File: src/rtl/gate_input_debouncer_if.sv
// Signal bundle between raw switch inputs and the debouncer: raw levels in, clean levels,
// edge pulses and a per-channel FSM state view out.
interface gate_input_debouncer_if;
    logic       a_raw;
    logic       b_raw;
    logic       a;
    logic       b;
    logic       a_rise;
    logic       a_fall;
    logic       b_rise;
    logic       b_fall;
    logic [3:0] dbg_state;   // {b_state, a_state}

    modport master (
        output a_raw, b_raw,
        input  a, b, a_rise, a_fall, b_rise, b_fall, dbg_state
    );

    modport slave (
        input  a_raw, b_raw,
        output a, b, a_rise, a_fall, b_rise, b_fall, dbg_state
    );
endinterface

File: src/rtl/gate_input_debouncer.sv
// Two independent channels: 2-flop synchroniser + stability FSM per input, giving clean levels.
// Define GATE_DEBOUNCE_EDGE_EN to build the registered rise/fall pulses; otherwise they read 0.
module gate_input_debouncer #(
    parameter int STABLE_CNT = 50000,
    parameter int CNT_W      = 16
) (
    input  logic                   clk,
    input  logic                   rst_n,
    gate_input_debouncer_if.slave  bus
);

    localparam logic [1:0] IDLE_LO = 2'd0;
    localparam logic [1:0] WAIT_HI = 2'd1;
    localparam logic [1:0] IDLE_HI = 2'd2;
    localparam logic [1:0] WAIT_LO = 2'd3;

    localparam logic [CNT_W-1:0] CNT_LAST = CNT_W'(STABLE_CNT - 1);

    logic [1:0] w_raw;
    logic [1:0] w_out;
    logic [1:0] w_rise;
    logic [1:0] w_fall;
    logic [3:0] w_state;

    assign w_raw = {bus.b_raw, bus.a_raw};

    for (genvar g = 0; g < 2; g++) begin : g_ch
        logic             r_s1;
        logic             r_s2;
        logic             r_out;
        logic [1:0]       r_state;
        logic [CNT_W-1:0] r_cnt;
        logic             w_hit;

        assign w_hit = (r_cnt == CNT_LAST);

        always_ff @(posedge clk or negedge rst_n) begin
            if (!rst_n) begin
                r_s1 <= 1'b0;
                r_s2 <= 1'b0;
            end else begin
                r_s1 <= w_raw[g];
                r_s2 <= r_s1;
            end
        end

        // Any opposite-level sample while waiting drops the whole accumulated count.
        always_ff @(posedge clk or negedge rst_n) begin
            if (!rst_n) begin
                r_state <= IDLE_LO;
                r_cnt   <= '0;
                r_out   <= 1'b0;
            end else begin
                case (r_state)
                    IDLE_LO: begin
                        if (r_s2) begin
                            r_state <= WAIT_HI;
                            r_cnt   <= '0;
                        end
                    end
                    WAIT_HI: begin
                        if (!r_s2) begin
                            r_state <= IDLE_LO;
                            r_cnt   <= '0;
                        end else if (w_hit) begin
                            r_state <= IDLE_HI;
                            r_out   <= 1'b1;
                            r_cnt   <= '0;
                        end else begin
                            r_cnt <= r_cnt + CNT_W'(1);
                        end
                    end
                    IDLE_HI: begin
                        if (!r_s2) begin
                            r_state <= WAIT_LO;
                            r_cnt   <= '0;
                        end
                    end
                    WAIT_LO: begin
                        if (r_s2) begin
                            r_state <= IDLE_HI;
                            r_cnt   <= '0;
                        end else if (w_hit) begin
                            r_state <= IDLE_LO;
                            r_out   <= 1'b0;
                            r_cnt   <= '0;
                        end else begin
                            r_cnt <= r_cnt + CNT_W'(1);
                        end
                    end
                    default: begin
                        r_state <= IDLE_LO;
                        r_cnt   <= '0;
                    end
                endcase
            end
        end

        assign w_out[g]           = r_out;
        assign w_state[2*g +: 2]  = r_state;

`ifdef GATE_DEBOUNCE_EDGE_EN
        logic r_rise;
        logic r_fall;

        // Pulses are registered alongside r_out so they coincide with the level change.
        always_ff @(posedge clk or negedge rst_n) begin
            if (!rst_n) begin
                r_rise <= 1'b0;
                r_fall <= 1'b0;
            end else begin
                r_rise <= (r_state == WAIT_HI) && r_s2 && w_hit;
                r_fall <= (r_state == WAIT_LO) && !r_s2 && w_hit;
            end
        end

        assign w_rise[g] = r_rise;
        assign w_fall[g] = r_fall;
`else
        assign w_rise[g] = 1'b0;
        assign w_fall[g] = 1'b0;
`endif
    end

    assign bus.a         = w_out[0];
    assign bus.b         = w_out[1];
    assign bus.a_rise    = w_rise[0];
    assign bus.a_fall    = w_fall[0];
    assign bus.b_rise    = w_rise[1];
    assign bus.b_fall    = w_fall[1];
    assign bus.dbg_state = w_state;

endmodule

File: src/flat_wrapper.sv
// flat-port wrapper written by rule: the top's interface ports become plain ports
module gate_input_debouncer_flat 
#(
    parameter int STABLE_CNT = 50000,
    parameter int CNT_W      = 16
)
  (clk, rst_n, bus_a_raw, bus_b_raw, bus_a, bus_b, bus_a_rise, bus_a_fall, bus_b_rise, bus_b_fall, bus_dbg_state);
  gate_input_debouncer_if bus_i ();
  input  logic clk;
  input  logic rst_n;
  input wire logic [$bits(bus_i.a_raw)-1:0] bus_a_raw;
  input wire logic [$bits(bus_i.b_raw)-1:0] bus_b_raw;
  output wire logic [$bits(bus_i.a)-1:0] bus_a;
  output wire logic [$bits(bus_i.b)-1:0] bus_b;
  output wire logic [$bits(bus_i.a_rise)-1:0] bus_a_rise;
  output wire logic [$bits(bus_i.a_fall)-1:0] bus_a_fall;
  output wire logic [$bits(bus_i.b_rise)-1:0] bus_b_rise;
  output wire logic [$bits(bus_i.b_fall)-1:0] bus_b_fall;
  output wire logic [$bits(bus_i.dbg_state)-1:0] bus_dbg_state;
  assign bus_i.a_raw = bus_a_raw;
  assign bus_i.b_raw = bus_b_raw;
  assign bus_a = bus_i.a;
  assign bus_b = bus_i.b;
  assign bus_a_rise = bus_i.a_rise;
  assign bus_a_fall = bus_i.a_fall;
  assign bus_b_rise = bus_i.b_rise;
  assign bus_b_fall = bus_i.b_fall;
  assign bus_dbg_state = bus_i.dbg_state;
  gate_input_debouncer #(.STABLE_CNT(STABLE_CNT), .CNT_W(CNT_W)) u_core (.clk(clk), .rst_n(rst_n), .bus(bus_i));
endmodule
File: config.mk
export PLATFORM = sky130hd
export DESIGN_NAME = gate_input_debouncer_flat
export DESIGN_NICKNAME = d
export VERILOG_FILES = /design/src/rtl/gate_input_debouncer_if.sv /design/src/rtl/gate_input_debouncer.sv /design/src/flat_wrapper.sv
export SDC_FILE = /design/constraint.sdc
export NUM_CORES = 1
export LEC_CHECK = 0
export CAP_MARGIN = 10
export CORE_MARGIN = 3
export CORE_UTILIZATION = 28
export CTS_CLUSTER_SIZE = 16
export DETAILED_ROUTE_END_ITERATION = 10
export HOLD_SLACK_MARGIN = 0.15
export SLEW_MARGIN = 0
export SYNTH_ARGS = -nofsm -noshare
export SYNTH_HDL_FRONTEND = slang
export SYNTH_SLANG_ARGS = --single-unit
File: constraint.sdc
create_clock -name clk -period 2.2 [get_ports clk]
set_input_delay 0.55 -clock clk [delete_from_list [all_inputs] [get_ports clk]]
set_output_delay 0.55 -clock clk [all_outputs]
set_load 0.02 [all_outputs]
==> impl_metrics.env <==
export IMPL_fin_worst_skew_ns=0.004226
export IMPL_ir_drop_uv=631.9
export IMPL_fmax_ghz=0.4917
export IMPL_outcome="completed"
export IMPL_path_clk_slew_ns=0.10
export IMPL_crit_type="register to register"
export IMPL_io_buffers=9
export IMPL_ant_nets=0
export IMPL_intPower_w=0.001421
export IMPL_yosys_warnings=0
export IMPL_power_density_nw_per_um2=894.8
export IMPL_place_ws_ns=0.1962
export IMPL_layout_nets=264
export IMPL_cts_root_buf="clkbuf_8"
export IMPL_synth_ff_type="dfrtp_1"
export IMPL_htreeDepth=2
export IMPL_num_vias=2004
export IMPL_place_hpwl_um=3734
export IMPL_wl_um=5258
export IMPL_detail_route_iter0_violations=189
export IMPL_instances_no_fill=361
export IMPL_startpoint_type="register"
export IMPL_switching_share_pct=39.63
export IMPL_finalHoldViolCount=0
export IMPL_tightest_slew_ns=0.6107
export IMPL_finalPower_w=0.002354
export IMPL_max_cap_violations=0
export IMPL_syn_to_final_growth_pct=13.92
export IMPL_cts_repair_resized=0
export IMPL_ys_seq_area_share_pct=45.50
export IMPL_grt_usage_pct=11.80
export IMPL_rsz0062_at_grt="no"
export IMPL_die_h_um=96.83
export IMPL_clk_latency_ns=0.30
export IMPL_finalSetupViolCount=0
export IMPL_drive_above_1_share_pct=13.90
export IMPL_syn_inst=247
export IMPL_rows=32
export IMPL_p_leak_nw=1.003
export IMPL_drt_first_pass_iters=4
export IMPL_cts_tree="done"
export IMPL_hold_path_class="primary input to async pin"
export IMPL_grt_overflow_total=0
export IMPL_layout_min_cycle_time_ns=2.034
export IMPL_worstPathMaxFanout=12
export IMPL_routabilityCongestion=0.8392
export IMPL_die_w_um=96.83
export IMPL_slowest_delay_ns=0.44
export IMPL_antenna_found_initial=0
export IMPL_synth_seq_cells=42
export IMPL_cp_slowest_cell="or3b_2"
export IMPL_postCtsSetupBuffers=0
export IMPL_clockPowerShare_pct=23.4
export IMPL_ctsLongestPathBuffers=2
export IMPL_core_area_um2=7848
export IMPL_ys_types=47
export IMPL_crit_chain="ha_1 > and3_1 > nand4_1 > buf_4 > or3b_2 > a31oi_1"
export IMPL_sequentialPowerShare_pct=40.6
export IMPL_required_ns=2.42
export IMPL_tns_ns=0
export IMPL_worstPathArrival_ns=2.26
export IMPL_grt_pass1_vias=1919
export IMPL_reg2reg_slack_ns=0.17
export IMPL_dp_cells=353
export IMPL_async_reset_ff_share_pct=100.0
export IMPL_wl_per_cell_um=14.57
export IMPL_cts_hold_buf=0
export IMPL_grt_max_degree=23
export IMPL_io_pins=14
export IMPL_clock_sinks=42
export IMPL_antenna_cells=0
export IMPL_post_drt_via_cell_ratio=5.551
export IMPL_synth_edf_count=0
export IMPL_n_fill_cell=835
export IMPL_post_route_drc_count=0
export IMPL_syn_area_um2=2310
export IMPL_cts_made_buffers=5
export IMPL_initial_core_util_pct=29.43
export IMPL_grt_pass1_wl_um=9294
export IMPL_cp_end_kind="register"
export IMPL_avgSynthCellArea_um2=9.351
export IMPL_max_slew_margin_pct=59.13
export IMPL_pwr_share_comb_pct=36.0
export IMPL_fin_crit_sh_pct=92.44
export IMPL_p_sw_w=0.0009331
export IMPL_die_area_um2=9375
export IMPL_slew_viol_final=0
export IMPL_worst_slack_ns=0.1663
[cells in the mapped netlist (3+ instances only)]
cell      count  area, µm²
nand4b_1      3      26.28
nand3b_1      6      45.04
or3b_2        5      43.79
a31oi_1      37      231.5
o21ai_0       9      45.04
o31ai_1       3      22.52
dfrtp_1      42       1051
nand4_1      12      75.07
buf_4         4      30.03
o211ai_1      3      22.52
nand2_1      22      82.58
and3_1        3      18.77
nor3_1        3      15.01
or4_1         4      30.03
clkbuf_1     12      45.04
nand2b_1      4      25.02
nor2_1       12      45.04
nand3_1      10      50.05
inv_1         7      26.28
nor4_1        8      50.05
[worst max-delay path, delay by kind of cell (launching register included)]
family / cells / cell delay (ns)
adders and majority gates: 1 / 0.25
buffers and inverters: 1 / 0.23
and+or+nand+nor: 3 / 0.87
AOI/OAI and AO/OA: 1 / 0.19
DFF: 1 / 0.42
[metrics by stage]
step | cell area, µm² | hold slack [ns] | utilization [%]
CTS | 2631 | 0.2302 | 33.53
finish | 2631 | 0.2121 | 33.53
floorplan | 2321 | 0.2544 | -
detailed placement | 2534 | 0.3386 | 32.29
global placement | 2534 | 0.3357 | 32.29
global route | 2631 | 0.2468 | 33.53
[placed cells by master (no fill, tap or decap), types with 5 or more instances in the layout]
master,Yosys,layout
inv_1,7,7
clkdlybuf4s50_1,0,8
buf_4,4,8
o21ai_0,9,9
dfrtp_1,42,42
a31oi_1,37,37
nand3_1,10,10
nor4_1,8,8
nor2_1,12,12
nand3b_1,6,6
or3b_2,5,5
nand2_1,22,22
nand4_1,12,12
clkbuf_8,0,5
[sequential cells by signal, summed over array words and instances (netlist names), named ones only]
register	cells
u_core.g_ch.r_cnt	32
u_core.g_ch.r_s1	2
u_core.g_ch.r_s2	2
u_core.g_ch.r_state	2
u_core.bus.a	1
u_core.bus.b	1
[layout make-up]
class | count | area, µm² | share of cell area [%]
repair buffers | 18 | 165.2 | 6.277
multi-input cells | 184 | 1164 | 44.22
inverters | 7 | 26.28 | 0.9986
clock inverters | 3 | 28.78 | 1.094
flip-flops and latches | 42 | 1051 | 39.94
well taps | 102 | 127.6 | 4.850
clock buffers | 5 | 68.82 | 2.615
[layer usage]
metal / GRT usage, % / up-vias / routed length, µm
met4: 4.428 / 0 / 65
li1: - / 971 / -
met3: 2.596 / 4 / 237
met1: 16.05 / 967 / 2508
met2: 18.31 / 62 / 2446
met5: 0 / - / 0
[worst paths after layout]
check                                   startpoint                        to  depth (start not counted)
min in group clk               u_core.g_ch[1].r_s1       u_core.g_ch[1].r_s2                          0
max                        u_core.g_ch[0].r_cnt[0]   u_core.g_ch[0].r_cnt[8]                          6
min reg2reg                    u_core.g_ch[1].r_s1       u_core.g_ch[1].r_s2                          0
min                                          rst_n  u_core.g_ch[0].r_cnt[13]                          1
max in group asynchronous                    rst_n  u_core.g_ch[1].r_cnt[14]                          2
max reg2reg                u_core.g_ch[0].r_cnt[0]   u_core.g_ch[0].r_cnt[8]                          6
[logic make-up after synthesis]
kind of cell	Yosys count	synth area share, %
flip-flops	42	45.50
AND/OR/NAND/NOR	108	28.01
multiplexers	2	0.9750
adder cells (fa/ha/maj)	2	1.083
XOR/XNOR	3	1.138
buffers and inverters	24	4.604
AO/OA/AOI/OAI	65	18.53
other	1	0.1624
[power groups by stage]
stage | Combinational (W) | Sequential [W] | Clock, W
after floorplan | 0.000553 | 0.000995 | 0
after global placement | 0.000840 | 0.000967 | 0
after detailed placement | 0.000845 | 0.000971 | 0
after CTS | 0.000852 | 0.000956 | 0.000571
after global routing | 0.000949 | 0.000973 | 0.000612
final | 0.000847 | 0.000957 | 0.000551
Note: power is estimated with default switching activity, not from simulation.
